[config.mk]
export PLATFORM = sky130hd
export DESIGN_NAME = addsub_chunked
export DESIGN_NICKNAME = d
export VERILOG_FILES = /design/src/rtl/addsub_chunked.sv
export SDC_FILE = /design/constraint.sdc
export NUM_CORES = 1
export LEC_CHECK = 0
export CAP_MARGIN = 5
export CORE_MARGIN = 2
export CORE_UTILIZATION = 57
export DETAILED_ROUTE_END_ITERATION = 6
export GPL_TIMING_DRIVEN = 1
export PLACE_DENSITY = 0.92
export SYNTH_ARGS = -nofsm -noshare
export SYNTH_HDL_FRONTEND = slang
export SYNTH_SLANG_ARGS = --single-unit
[constraint.sdc]
create_clock -name clk -period 9.3 [get_ports clk]
set_clock_uncertainty 0.1 [all_clocks]
set_input_delay 2.325 -clock clk [delete_from_list [all_inputs] [get_ports clk]]
set_output_delay 2.325 -clock clk [all_outputs]
set_load 0.02 [all_outputs]
[src/rtl/addsub_chunked.sv]
// -----------------------------------------------------------------------------
// addsub_chunked
//
// Multi-cycle two's-complement adder/subtractor. A WIDTH-bit operand pair is
// consumed CHUNK bits per clock, least-significant chunk first. The carry is
// kept between chunks. The result is returned sign-extended to WIDTH+1 bits,
// together with a WIDTH-bit signed-overflow flag. The host uses a
// start/busy/done handshake.
//
// Parameters
//   WIDTH    operand width (>= 2, integer multiple of CHUNK)
//   CHUNK    bits processed per clock; N = WIDTH/CHUNK cycles per operation
//
// Ports
//   clk       in   rising-edge clock
//   rst_n     in   synchronous active-low reset
//   start     in   request, sampled in IDLE or DONE only
//   sub       in   0: a+b, 1: a-b (latched with start)
//   a, b      in   signed operands (latched with start)
//   busy      out  high while an operation is running
//   done      out  one-cycle pulse, result valid
//   sum       out  WIDTH+1-bit signed result, held until the next completion
//   overflow  out  WIDTH-bit signed overflow of the last result, held
//
// Build option
//   ADDSUB_SAT_EN  when defined, an overflowing result saturates to the most
//                  positive / most negative WIDTH-bit value (sign-extended);
//                  overflow is still reported. When undefined, sum is the
//                  exact WIDTH+1-bit signed result.
// -----------------------------------------------------------------------------
module addsub_chunked #(
  parameter int WIDTH = 16,
  parameter int CHUNK = 4
) (
  input  logic             clk,
  input  logic             rst_n,
  input  logic             start,
  input  logic             sub,
  input  logic [WIDTH-1:0] a,
  input  logic [WIDTH-1:0] b,
  output logic             busy,
  output logic             done,
  output logic [WIDTH:0]   sum,
  output logic             overflow
);

  localparam int N    = WIDTH / CHUNK;
  localparam int IDXW = (N > 1) ? $clog2(N) : 1;
  localparam logic [IDXW-1:0] LAST_IDX = IDXW'(N - 1);
  localparam logic [IDXW-1:0] IDX_ZERO = IDXW'(0);
  localparam logic [IDXW-1:0] IDX_ONE  = IDXW'(1);

  typedef enum logic [1:0] {
    ST_IDLE = 2'd0,
    ST_RUN  = 2'd1,
    ST_DONE = 2'd2
  } state_t;

  // One chunk of the ripple: CHUNK-bit add with carry-in, carry-out on top.
  function automatic logic [CHUNK:0] f_chunk_add(
    input logic [CHUNK-1:0] x,
    input logic [CHUNK-1:0] y,
    input logic             cin
  );
    return {1'b0, x} + {1'b0, y} + {{CHUNK{1'b0}}, cin};
  endfunction

  // Carry into the top bit of a chunk, recovered from that bit's operands and
  // sum bit (works for any CHUNK, including CHUNK=1).
  function automatic logic f_carry_into_msb(
    input logic x_msb,
    input logic y_msb,
    input logic s_msb
  );
    return x_msb ^ y_msb ^ s_msb;
  endfunction

  state_t             r_state;
  state_t             w_state_next;

  logic [WIDTH-1:0]   r_a;
  logic [WIDTH-1:0]   r_b;       // already inverted for subtraction
  logic               r_carry;
  logic [IDXW-1:0]    r_idx;
  logic [WIDTH-1:0]   r_res;     // chunks assembled so far
  logic [WIDTH:0]     r_sum;
  logic               r_ovf;
  logic               r_busy;
  logic               r_done;

  logic               w_load;
  logic               w_step;
  logic               w_is_last;
  logic [CHUNK-1:0]   w_chunk_a;
  logic [CHUNK-1:0]   w_chunk_b;
  logic [CHUNK:0]     w_add;
  logic [CHUNK-1:0]   w_csum;
  logic               w_cout;
  logic               w_cin_msb;
  logic               w_ovf;
  logic [WIDTH-1:0]   w_res_next;
  logic [WIDTH:0]     w_sum_next;

  assign w_is_last = (r_idx == LAST_IDX);

  // Next-state logic and the load/step strobes that drive the datapath.
  always_comb begin
    w_state_next = r_state;
    w_load       = 1'b0;
    w_step       = 1'b0;
    case (r_state)
      ST_IDLE: begin
        if (start) begin
          w_state_next = ST_RUN;
          w_load       = 1'b1;
        end else begin
          w_state_next = ST_IDLE;
        end
      end
      ST_RUN: begin
        w_step = 1'b1;
        if (w_is_last) begin
          w_state_next = ST_DONE;
        end else begin
          w_state_next = ST_RUN;
        end
      end
      ST_DONE: begin
        // start in the done cycle launches the next operation directly
        if (start) begin
          w_state_next = ST_RUN;
          w_load       = 1'b1;
        end else begin
          w_state_next = ST_IDLE;
        end
      end
      default: begin
        w_state_next = ST_IDLE;
      end
    endcase
  end

  // Select the current chunk of each operand and add it with the running carry.
  always_comb begin
    w_chunk_a = r_a[int'(r_idx) * CHUNK +: CHUNK];
    w_chunk_b = r_b[int'(r_idx) * CHUNK +: CHUNK];
    w_add     = f_chunk_add(w_chunk_a, w_chunk_b, r_carry);
    w_csum    = w_add[CHUNK-1:0];
    w_cout    = w_add[CHUNK];
    // Only meaningful on the final chunk, where these are bit WIDTH-1 carries.
    w_cin_msb = f_carry_into_msb(w_chunk_a[CHUNK-1], w_chunk_b[CHUNK-1],
                                 w_csum[CHUNK-1]);
    w_ovf     = w_cin_msb ^ w_cout;
  end

  // Merge the freshly computed chunk into the assembled result.
  always_comb begin
    w_res_next = r_res;
    w_res_next[int'(r_idx) * CHUNK +: CHUNK] = w_csum;
  end

  // Final result formatting: exact sign extension, or saturation when built in.
  always_comb begin
    // Flipping the WIDTH-bit sign on overflow yields the true WIDTH+1-bit sign.
    w_sum_next = {w_res_next[WIDTH-1] ^ w_ovf, w_res_next};
`ifdef ADDSUB_SAT_EN
    if (w_ovf) begin
      if (w_cout) begin
        w_sum_next = {2'b11, {(WIDTH-1){1'b0}}};
      end else begin
        w_sum_next = {2'b00, {(WIDTH-1){1'b1}}};
      end
    end else begin
      w_sum_next = {w_res_next[WIDTH-1], w_res_next};
    end
`endif
  end

  // State register.
  always_ff @(posedge clk) begin
    if (!rst_n) begin
      r_state <= ST_IDLE;
    end else begin
      r_state <= w_state_next;
    end
  end

  // Registered handshake outputs, decoded from the upcoming state.
  always_ff @(posedge clk) begin
    if (!rst_n) begin
      r_busy <= 1'b0;
      r_done <= 1'b0;
    end else begin
      r_busy <= (w_state_next == ST_RUN);
      r_done <= (w_state_next == ST_DONE);
    end
  end

  // Operand capture and per-chunk datapath state.
  always_ff @(posedge clk) begin
    if (!rst_n) begin
      r_a     <= {WIDTH{1'b0}};
      r_b     <= {WIDTH{1'b0}};
      r_carry <= 1'b0;
      r_idx   <= IDX_ZERO;
      r_res   <= {WIDTH{1'b0}};
    end else if (w_load) begin
      r_a     <= a;
      // a - b is computed as a + ~b + 1, the +1 entering as the first carry
      r_b     <= sub ? ~b : b;
      r_carry <= sub;
      r_idx   <= IDX_ZERO;
      r_res   <= {WIDTH{1'b0}};
    end else if (w_step) begin
      r_res   <= w_res_next;
      r_carry <= w_cout;
      r_idx   <= w_is_last ? IDX_ZERO : (r_idx + IDX_ONE);
    end else begin
      r_a     <= r_a;
      r_b     <= r_b;
      r_carry <= r_carry;
      r_idx   <= r_idx;
      r_res   <= r_res;
    end
  end

  // Result and overflow, updated only on the edge completing the last chunk.
  always_ff @(posedge clk) begin
    if (!rst_n) begin
      r_sum <= {(WIDTH+1){1'b0}};
      r_ovf <= 1'b0;
    end else if (w_step && w_is_last) begin
      r_sum <= w_sum_next;
      r_ovf <= w_ovf;
    end else begin
      r_sum <= r_sum;
      r_ovf <= r_ovf;
    end
  end

  assign busy     = r_busy;
  assign done     = r_done;
  assign sum      = r_sum;
  assign overflow = r_ovf;

endmodule

Word level (Yosys, flattened, before mapping)
Index checks and enable logic that the tools add are counted.
{ "word_totals": {"reg_bits": 73, "in_bits": 36, "out_inout_bits": 20, "word_cells": 45} }
{ "op_classes": {"add_sub_neg": 4, "eq_ne": 5, "n_shift": 4, "n_mux": 11, "bitwise": 6, "reduce_logical": 5} }
{ "ops": {"columns": ["cell", "count"], "rows": [
  ["$neg A4 Y33", 1],
  ["$shift A4 B33 Y16 const A", 1],
  ["$shiftx A4 B33 Y16", 1],
  ["$shiftx A16 B5 Y4", 2],
  ["$bwmux W16", 1],
  ["$mux W16", 1],
  ["$not A16 Y16", 1],
  ["$eq A2 B2 Y1 const B", 3],
  ["$mux W1", 6],
  ["$add A4 B4 Y5", 1],
  ["$add A5 B1 Y5", 1],
  ["$eq A2 B1 Y1 const B", 2],
  ["$mux W2", 2],
  ["$pmux W2 S2", 1],
  ["$reduce_or A2 Y1", 2],
  ["$xor A1 B1 Y1", 4],
  ["$add A2 B1 Y2 const B", 1],
  ["$logic_not A2 Y1", 1],
  ["$reduce_bool A2 Y1", 1],
  ["$logic_and A1 B1 Y1", 1],
  ["$not A1 Y1", 1]
]} }

Longest topological paths before layout
Gate-level depths: netlist of the first run.
{ "logic_depth": {"ltp_word": 6, "depth_mapped": 9, "mapped_depth_nobuf": 8} }

Worst setup path after synthesis of the first run
No wires, ideal clock.
{ "synth_path": {"path_type": "input port to flip-flop", "start": "input sub", "end": "register r_b[13]", "setup_time_ns": 0.116, "arrival_ns": 3.107, "required_time_ns": 9.084, "path_slack_ns": 5.977, "stages": 5, "path_buffers": 2, "cell_sequence": "buf_2 buf_2 xnor2_1 nand2_1 o211a_1"} }
{ "synth_between": {"elab_chain_cells": 1} }
{ "synth_rtl": {"columns": ["item", "line", "source"], "rows": [
  ["start, declared", "38", "input logic sub,"],
  ["$mux W16", "210", "r_b <= sub ? ~b : b;"],
  ["end signal, assigned", "203", "r_b <= {WIDTH{1'b0}};"],
  ["end signal, assigned", "210", null],
  ["end signal, assigned", "220", "r_b <= r_b;"],
  ["end, declared", "82", "logic [WIDTH-1:0] r_b;"]
]} }
No other way between the ends.
A chain may end at the register's enable or synchronous reset.

Final worst setup path of the first run
{ "layout_path": {"start": "input start", "end": "register r_res[0]"} }
{ "layout_between": {"elab_chain_cells": 3} }
{ "layout_rtl": {"columns": ["item", "line", "source"], "rows": [
  ["start, declared", "37", "input logic start,"],
  ["$mux W1", "113, 130", null],
  ["$mux W1", null, null],
  ["$reduce_or A2 Y1 (no source line)", null, null],
  ["end signal, assigned", "206", "r_res <= {WIDTH{1'b0}};"],
  ["end signal, assigned", "213", "r_res <= {WIDTH{1'b0}};"],
  ["end signal, assigned", "215", "r_res <= w_res_next;"],
  ["end, declared", "85", "logic [WIDTH-1:0] r_res;"]
]} }
No other way between the ends.

==> out/results.md, run 1 <==
| Quantity | This run |
| --- | --- |
| Run status | finished clean |
| Number of placement rows | 27 |
| Post-CTS repair timing setup buffer count | 0 |
| Port-buffer cells | 55 |
| Measured slew at the worst slew-check pin | 1.105 ns |
| H-tree depth reported by CTS | 3 |
| CTS tree | yes |
| Number of unique standard cell types used by synthesis | 31 |
| Leakage Power | 1.854 nW |
| Multi-input logic area | 1767 sq um |
| Count of instances resized after the clock tree is built | 0 |
| Iteration count of the initial detailed-routing pass | 4 |
| Cell type with the largest total area after synthesis | sky130_fd_sc_hd__dfxtp_1 |
| Area of the die | 6517 sq um |
| Data arrival time of the worst path | 4.27 ns |
| Worst setup path class | in2reg |
| Clock tree buffer depth | 2 |
| DRT Wirelength | 7.676 mm |
| Total global routing track utilization | 25.29% |
| Worst relative slew slack | 26.30% |
| Detailed placement HPWL | 4.934 mm |
| Initial drt markers | 174 |
| Setup repair after global routing missed its margin | false |
| Vias in the first global route | 2669 |
| Clock root buffer | sky130_fd_sc_hd__clkbuf_8 |
| Post-synthesis cell area | 3356 sq um |
| Die height | 80.73 microns |
| Required time at the worst-slack endpoint | 9.44 ns |
| Proportion of synthesized chip area in sequential cells | 43.55% |
| Number of antenna diodes | 0 |
| Net count, final | 443 |
| Sequential Area | 1461 sq um |
| Post-route core utilization | 73.94% |
| Post-Layout Inst Area | 4146 sq um |
| Number of register bits inferred by synthesis | 73 |
| Clock transition at the registers of the reported paths | 0.08 ns |
| Count of unresolved DRC violations after routing | 0 |
| Non-filler instance count after layout | 473 |
| Num ports | 56 |
| Core outline area | 5608 sq um |
| Wire per inst | 16.23 microns |
| Mapped Cells | 355 |
| Category of the worst setup path capture point | flop |
| Hold Fails Final Rpt | 0 |
| Skew-Pair Late Insertion Delay | 0.35 ns |
| Number of antenna violations at the first check in global routing | 0 |
| DR vias | 2680 |
| Fraction of synthesized cell area taken by the top area cell type | 43.55% |
| Setup violation total in the final timing report | 0 |
| Critical path startpoint category | input pin |
| Horiz. Die Dim | 80.73 microns |
| Max Cap Viol | 0 |
| Number of clock sinks | 73 |
| Final worst-path cycle share | 44.32% |
| Power Dens Cells | 180.1 nW/um^2 |
| Synthesized Nets | 402 |
| Tightest Hold Check Type | reg2reg |
| First-pass GRT wire length | 12.41 mm |
| # hold bufs at CTS | 0 |
| Antenna Violating Nets Remaining | 0 |
| Placer congestion estimate | 0.7763 |
| Total cell area at the placement stage | 3902 sq um |
| Layout fillers | 403 |
| Highest clock frequency the design can meet | 242.6 MHz |
| Starting utilization of the core area | 59.84% |
| Mapped Avg Cell Area | 9.453 sq um |
| Number of warning messages in the yosys log | 0 |
| Maximum number of pins on one net before global-route repair | 57 |
| Clock period minus worst slack | 4.121 ns |
| Share of post-route cells with drive strength above 1 | 7.481% |
| Count of final max-slew check failures | 0 |
| Worst-case vdd ir drop | 0.0001174 V |
| Clock buffers created by TritonCTS | 9 |
| Accumulated negative setup slack | 0 ns |
| Detail-routed via count per cell | 5.666 |
| # placed instances | 457 |
| Overall power of the completed layout | 0.7467 mW |
| Highest fanout seen on the critical path | 18 |
| Leading cell types by total area after synthesis | sky130_fd_sc_hd__dfxtp_1, sky130_fd_sc_hd__o211a_1, sky130_fd_sc_hd__nand2_1, sky130_fd_sc_hd__mux4_2, sky130_fd_sc_hd__xnor2_1 |
| Area growth syn-to-layout | 23.56% |
| Final global-route overflow total | 0 |
-- worst paths after layout --
| kind | start | endpoint | slack [ns] | cells past startpoint |
|---|---|---|---|---|
| min reg2reg | r_a[13] | r_a[13] | 0.37 | 2 |
| max reg2reg | r_idx[0] | sum[16] | 5.81 | 8 |
| min | r_a[13] | r_a[13] | 0.37 | 2 |
| max | start | r_res[0] | 5.18 | 4 |
-- layout make-up --
class	count	area share, %
repair buffers	57	13.64
flip-flops and latches	73	35.24
inverters	5	0.4526
clock inverters	5	2.474
clock buffers	11	3.410
multi-input cells	250	42.61
well taps	72	2.173
-- kinds of logic (layout without fill, tap and decap cells) --
kind of cell | after synthesis | count (layout) | share of synthesized area [%]
AO/OA/AOI/OAI | 96 | 96 | 21.78
XOR/XNOR | 19 | 19 | 4.959
adder cells (fa/ha/maj) | 11 | 11 | 4.549
buffers and inverters | 32 | 78 | 4.101
flip-flops | 73 | 73 | 43.55
multiplexers | 8 | 8 | 5.369
AND/OR/NAND/NOR | 116 | 116 | 15.70
-- metrics by stage --
step                      hold slack, ns  worst slack, ns
final                             0.3665            5.179
after global placement            0.3503            5.066
after floorplan                   0.3402            5.977
after CTS                         0.3673            5.186
after detailed placement          0.3583            4.929
after global routing              0.3785            5.027
-- synthesized netlist by cell type, drive strengths merged --
library cell	number
dfxtp	73
buf	14
nor3	1
a21boi	16
nor2	22
o21ai	4
nand2	64
xor2	1
and2b	2
a211oi	17
o32a	1
and2	2
ha	9
a21oi	25
o21a	2
and3	3
clkbuf	13
nor2b	17
nand3	1
nand2b	1
xnor2	18
mux4	8
o211a	30
and4b	1
a21o	1
and4bb	2
inv	5
fa	2
-- where the power goes --
| group | internal (mW) | total [mW] | switching, mW |
|---|---|---|---|
| clock network | 0.185 | 0.302 | 0.117 |
| logic | 0.0495 | 0.105 | 0.0556 |
| registers | 0.329 | 0.339 | 0.0107 |
| total | 0.563 | 0.747 | 0.183 |
-- per-layer routing --
metal | track usage, % | wire [microns]
met3 | 4.444 | 425
met5 | 0 | 0
met4 | 12.03 | 161
met1 | 30.26 | 3231
met2 | 44.17 | 3857
-- state kept, by name (all words and copies together), names as in the netlist --
register	cells
busy	1
done	1
overflow	1
r_a	16
r_b	16
r_carry	1
r_idx	2
r_res	16
r_state	2
sum	17
-- worst max-delay path, cell delays in order --
cell and delay, ns:
sky130_fd_sc_hd__clkdlybuf4s50_1 0.42, sky130_fd_sc_hd__nand2b_1 0.46, sky130_fd_sc_hd__nand2_1 0.60, sky130_fd_sc_hd__a211oi_1 0.46
-- cells in the final DEF (no fill, tap or decap), types with 4 or more instances in the layout --
master                            netlist  layout
sky130_fd_sc_hd__xnor2_1               18      18
sky130_fd_sc_hd__a21boi_0              16      16
sky130_fd_sc_hd__clkdlybuf4s50_1        0      55
sky130_fd_sc_hd__a21oi_1               25      25
sky130_fd_sc_hd__mux4_2                 8       8
sky130_fd_sc_hd__clkbuf_8               0      10
sky130_fd_sc_hd__o21ai_0                4       4
sky130_fd_sc_hd__ha_1                   9       9
sky130_fd_sc_hd__nand2_1               64      64
sky130_fd_sc_hd__inv_1                  4       4
sky130_fd_sc_hd__dfxtp_1               73      73
sky130_fd_sc_hd__a211oi_1              16      16
sky130_fd_sc_hd__nor2_1                22      22
sky130_fd_sc_hd__nor2b_1               17      15
sky130_fd_sc_hd__o211a_1               30      30
Power figures use the tool's default switching activity.
==> run 2: changes to the inputs <==
- CORE_UTILIZATION: 57 -> 48
- PLACE_DENSITY: 0.92 -> 0.83
- clock period: 9.3 -> 3.5 ns (I/O delays scaled with it)
==> run 2 against run 1 <==
  * Cell area increased by 1.6%
  * First-iteration DRC count is 4.0% higher
  * Largest power group unchanged
  * Die area grew 18%
  * Hold slack improved by 0.0040 ns
  * Critical path depth grew 4
==> out/results.md, run 2 (same netlist as run 1, synthesis figures left out) <==
| Quantity | This run | Delta |
| --- | --- | --- |
| Worst relative slew slack | 41.12% | +15 points |
| Measured slew at the worst slew-check pin | 0.8804 ns | -0.2251 ns |
| Number of placement rows | 30 | +11% |
| Overall power of the completed layout | 1.931 mW | +160% |
| CTS tree | yes |  |
| Highest fanout seen on the critical path | 6 | -12 |
| Placer congestion estimate | 0.8058 | +3.8% |
| Reg2Reg Setup Slack | 0.45 ns | -5.36 ns |
| Net count, final | 450 | +1.6% |
| Num ports | 56 | unchanged |
| Starting utilization of the core area | 49.39% | -10 points |
| Horiz. Die Dim | 87.61 microns | +8.5% |
| Clk pwr share | 39.0% | -1.5 points |
| Comb power frac | 14.4% | +0.3 points |
| Sequential share of power | 46.6% | +1.2 points |
| Detail-routed via count per cell | 5.282 | -6.8% |
| Final worst-path cycle share | 87.25% |  |
| Worst setup path class | reg2reg |  |
| Share of post-route cells with drive strength above 1 | 8.845% | +1.4 points |
| # hold bufs at CTS | 0 | unchanged |
| Clock buffers created by TritonCTS | 9 | unchanged |
| Cell family contributing the most delay on the critical path | adder cells |  |
| Worst-case vdd ir drop | 0.0002386 V | +100% |
| Clock root buffer | sky130_fd_sc_hd__clkbuf_8 |  |
| Most common cell after layout, fill and taps aside | sky130_fd_sc_hd__dfxtp_1 |  |
| CP max-delay cell | sky130_fd_sc_hd__mux4_2 |  |
| Count of final max-slew check failures | 0 | unchanged |
| Max Cap Viol | 0 | unchanged |
| Skew-Pair Late Insertion Delay | 0.34 ns | about the same |
| Number of antenna violations at the first check in global routing | 0 | unchanged |
| Hold Fails Final Rpt | 0 | unchanged |
| Area of the die | 7676 sq um | +18% |
| Leading cell types in the layout, fill and taps excluded | sky130_fd_sc_hd__dfxtp_1, sky130_fd_sc_hd__nand2_1, sky130_fd_sc_hd__clkdlybuf4s50_1 |  |
| Multi-input logic area | 1767 sq um | unchanged |
| Max FFs per register | 17 | unchanged |
| Antenna Violating Nets Remaining | 0 | unchanged |
| Run status | finished clean |  |
| Layout fillers | 558 | +38% |
| Count of instances resized after the clock tree is built | 0 | unchanged |
| Crit-path max cell delay | 0.58 ns | -0.02 ns |
| Setup repair after global routing missed its margin | false |  |
| Critical path startpoint category | flop |  |
| Clock tree buffer depth | 2 | unchanged |
| Maximum number of pins on one net before global-route repair | 42 | -26% |
| Port-buffer cells | 55 | unchanged |
| Power Dens Cells | 458.3 nW/um^2 | +150% |
| Setup violation total in the final timing report | 0 | unchanged |
| Data arrival time of the worst path | 3.17 ns | -1.10 ns |
| Sequential Area | 1461 sq um | unchanged |
| Tightest Hold Check Type | reg2reg |  |
| DRT Wirelength | 6.986 mm | -9.0% |
| Accumulated negative setup slack | 0 ns | unchanged |
| Required time at the worst-slack endpoint | 3.61 ns | -5.83 ns |
| Post-CTS repair timing setup buffer count | 0 | unchanged |
| Total global routing track utilization | 19.87% | -5.4 points |
| Cell Chain, Critical Path | mux4_2 > fa_1 > fa_1 > a21o_1 > a21oi_1 > xnor2_1 > xnor2_1 > a21oi_1 |  |
| Category of the worst setup path capture point | flop |  |
| Vias in the first global route | 2633 | -1.3% |
| Final global-route overflow total | 0 | unchanged |
| Number of clock sinks | 73 | unchanged |
| # placed instances | 488 | +6.8% |
| Count of unresolved DRC violations after routing | 0 | unchanged |
| Buffers & Inverters on Critical Path | 0 | -1 |
| Leakage Power | 1.886 nW | +1.7% |
| First-pass GRT wire length | 11.94 mm | -3.8% |
| Area growth syn-to-layout | 25.58% |  |
| Wire per inst | 13.89 microns | -14% |
| Clock transition at the registers of the reported paths | 0.07 ns | about the same |
| Highest clock frequency the design can meet | 327.5 MHz |  |
| Internal power summed over all cells | 1.465 mW | +160% |
| Clock period minus worst slack | 3.054 ns |  |
| Detailed placement HPWL | 4.747 mm | -3.8% |
| Net Sw Power | 0.4657 mW | +150% |
| Number of antenna diodes | 0 | unchanged |
| Die height | 87.61 microns | +8.5% |
| Switch share | 24.12% | -0.46 points |
| Non-filler instance count after layout | 503 | +6.3% |
| H-tree depth reported by CTS | 3 | unchanged |
| Core outline area | 6794 sq um | +21% |
| Iteration count of the initial detailed-routing pass | 5 | +1 |
| DR vias | 2657 | -0.86% |
| Initial drt markers | 181 | +4.0% |
==> run 2: changes by cell type in the layout (fill, tap and decap cells not counted) <==
cell / delta
sky130_fd_sc_hd__clkinvlp_4: -1
sky130_fd_sc_hd__clkinv_2: -1
sky130_fd_sc_hd__clkbuf_8: +2
sky130_fd_sc_hd__buf_4: +7
sky130_fd_sc_hd__bufinv_16: -1
==> run 2: worst reg2reg max path, delay by kind of cell, from the launching register on <==
family,cells,cell delay [ns]
AOI/OAI and AO/OA,3,0.49
xor gates and xnor gates,2,0.35
adders and majority gates,2,0.86
DFF,1,0.53
muxes,1,0.58
==> run 2: final timing paths <==
path                                from       to  cells past startpoint
worst max-delay path            r_idx[0]  sum[16]                      8
worst max register to register  r_idx[0]  sum[16]                      8
worst min register to register   r_a[10]  r_a[10]                      2
worst min-delay path             r_a[10]  r_a[10]                      2
==> run 2: area by class of cell <==
class / instances / share of cell area [%]
Multi-Input combinational cell: 250 / 41.92
Sequential cell: 73 / 34.68
Clock buffer: 13 / 4.008
Inverter: 5 / 0.4454
Clock inverter: 2 / 1.425
Timing Repair Buffer: 64 / 14.67
Tap cell: 96 / 2.850
==> run 2: metrics by stage <==
step	util, %	area (sq um)	setup WS (ns)	hold slack [ns]
after floorplan	-	3356	0.4812	0.3402
after global placement	58.66	3985	0.5411	0.3499
after detailed placement	58.66	3985	0.4922	0.3617
after CTS	62.03	4214	0.4270	0.3717
after global routing	62.03	4214	0.2253	0.3981
final	62.03	4214	0.4464	0.3704
==> run 2: layer usage <==
layer,up-vias,share of wire [%],track usage [%]
li1,1329,-,-
met1,1259,48,25.80
met2,61,46,32.37
met3,8,4.7,4.147
met4,0,1.4,8.112
met5,-,0,0
==> run 2: power groups by stage <==
| stage | registers (mW) | clock network (mW) | logic, mW |
|---|---|---|---|
| floorplan | 0.908 | 0 | 0.190 |
| global placement | 0.915 | 0 | 0.271 |
| detailed placement | 0.918 | 0 | 0.276 |
| CTS | 0.899 | 0.762 | 0.279 |
| global route | 0.904 | 0.790 | 0.308 |
| finish | 0.899 | 0.753 | 0.279 |
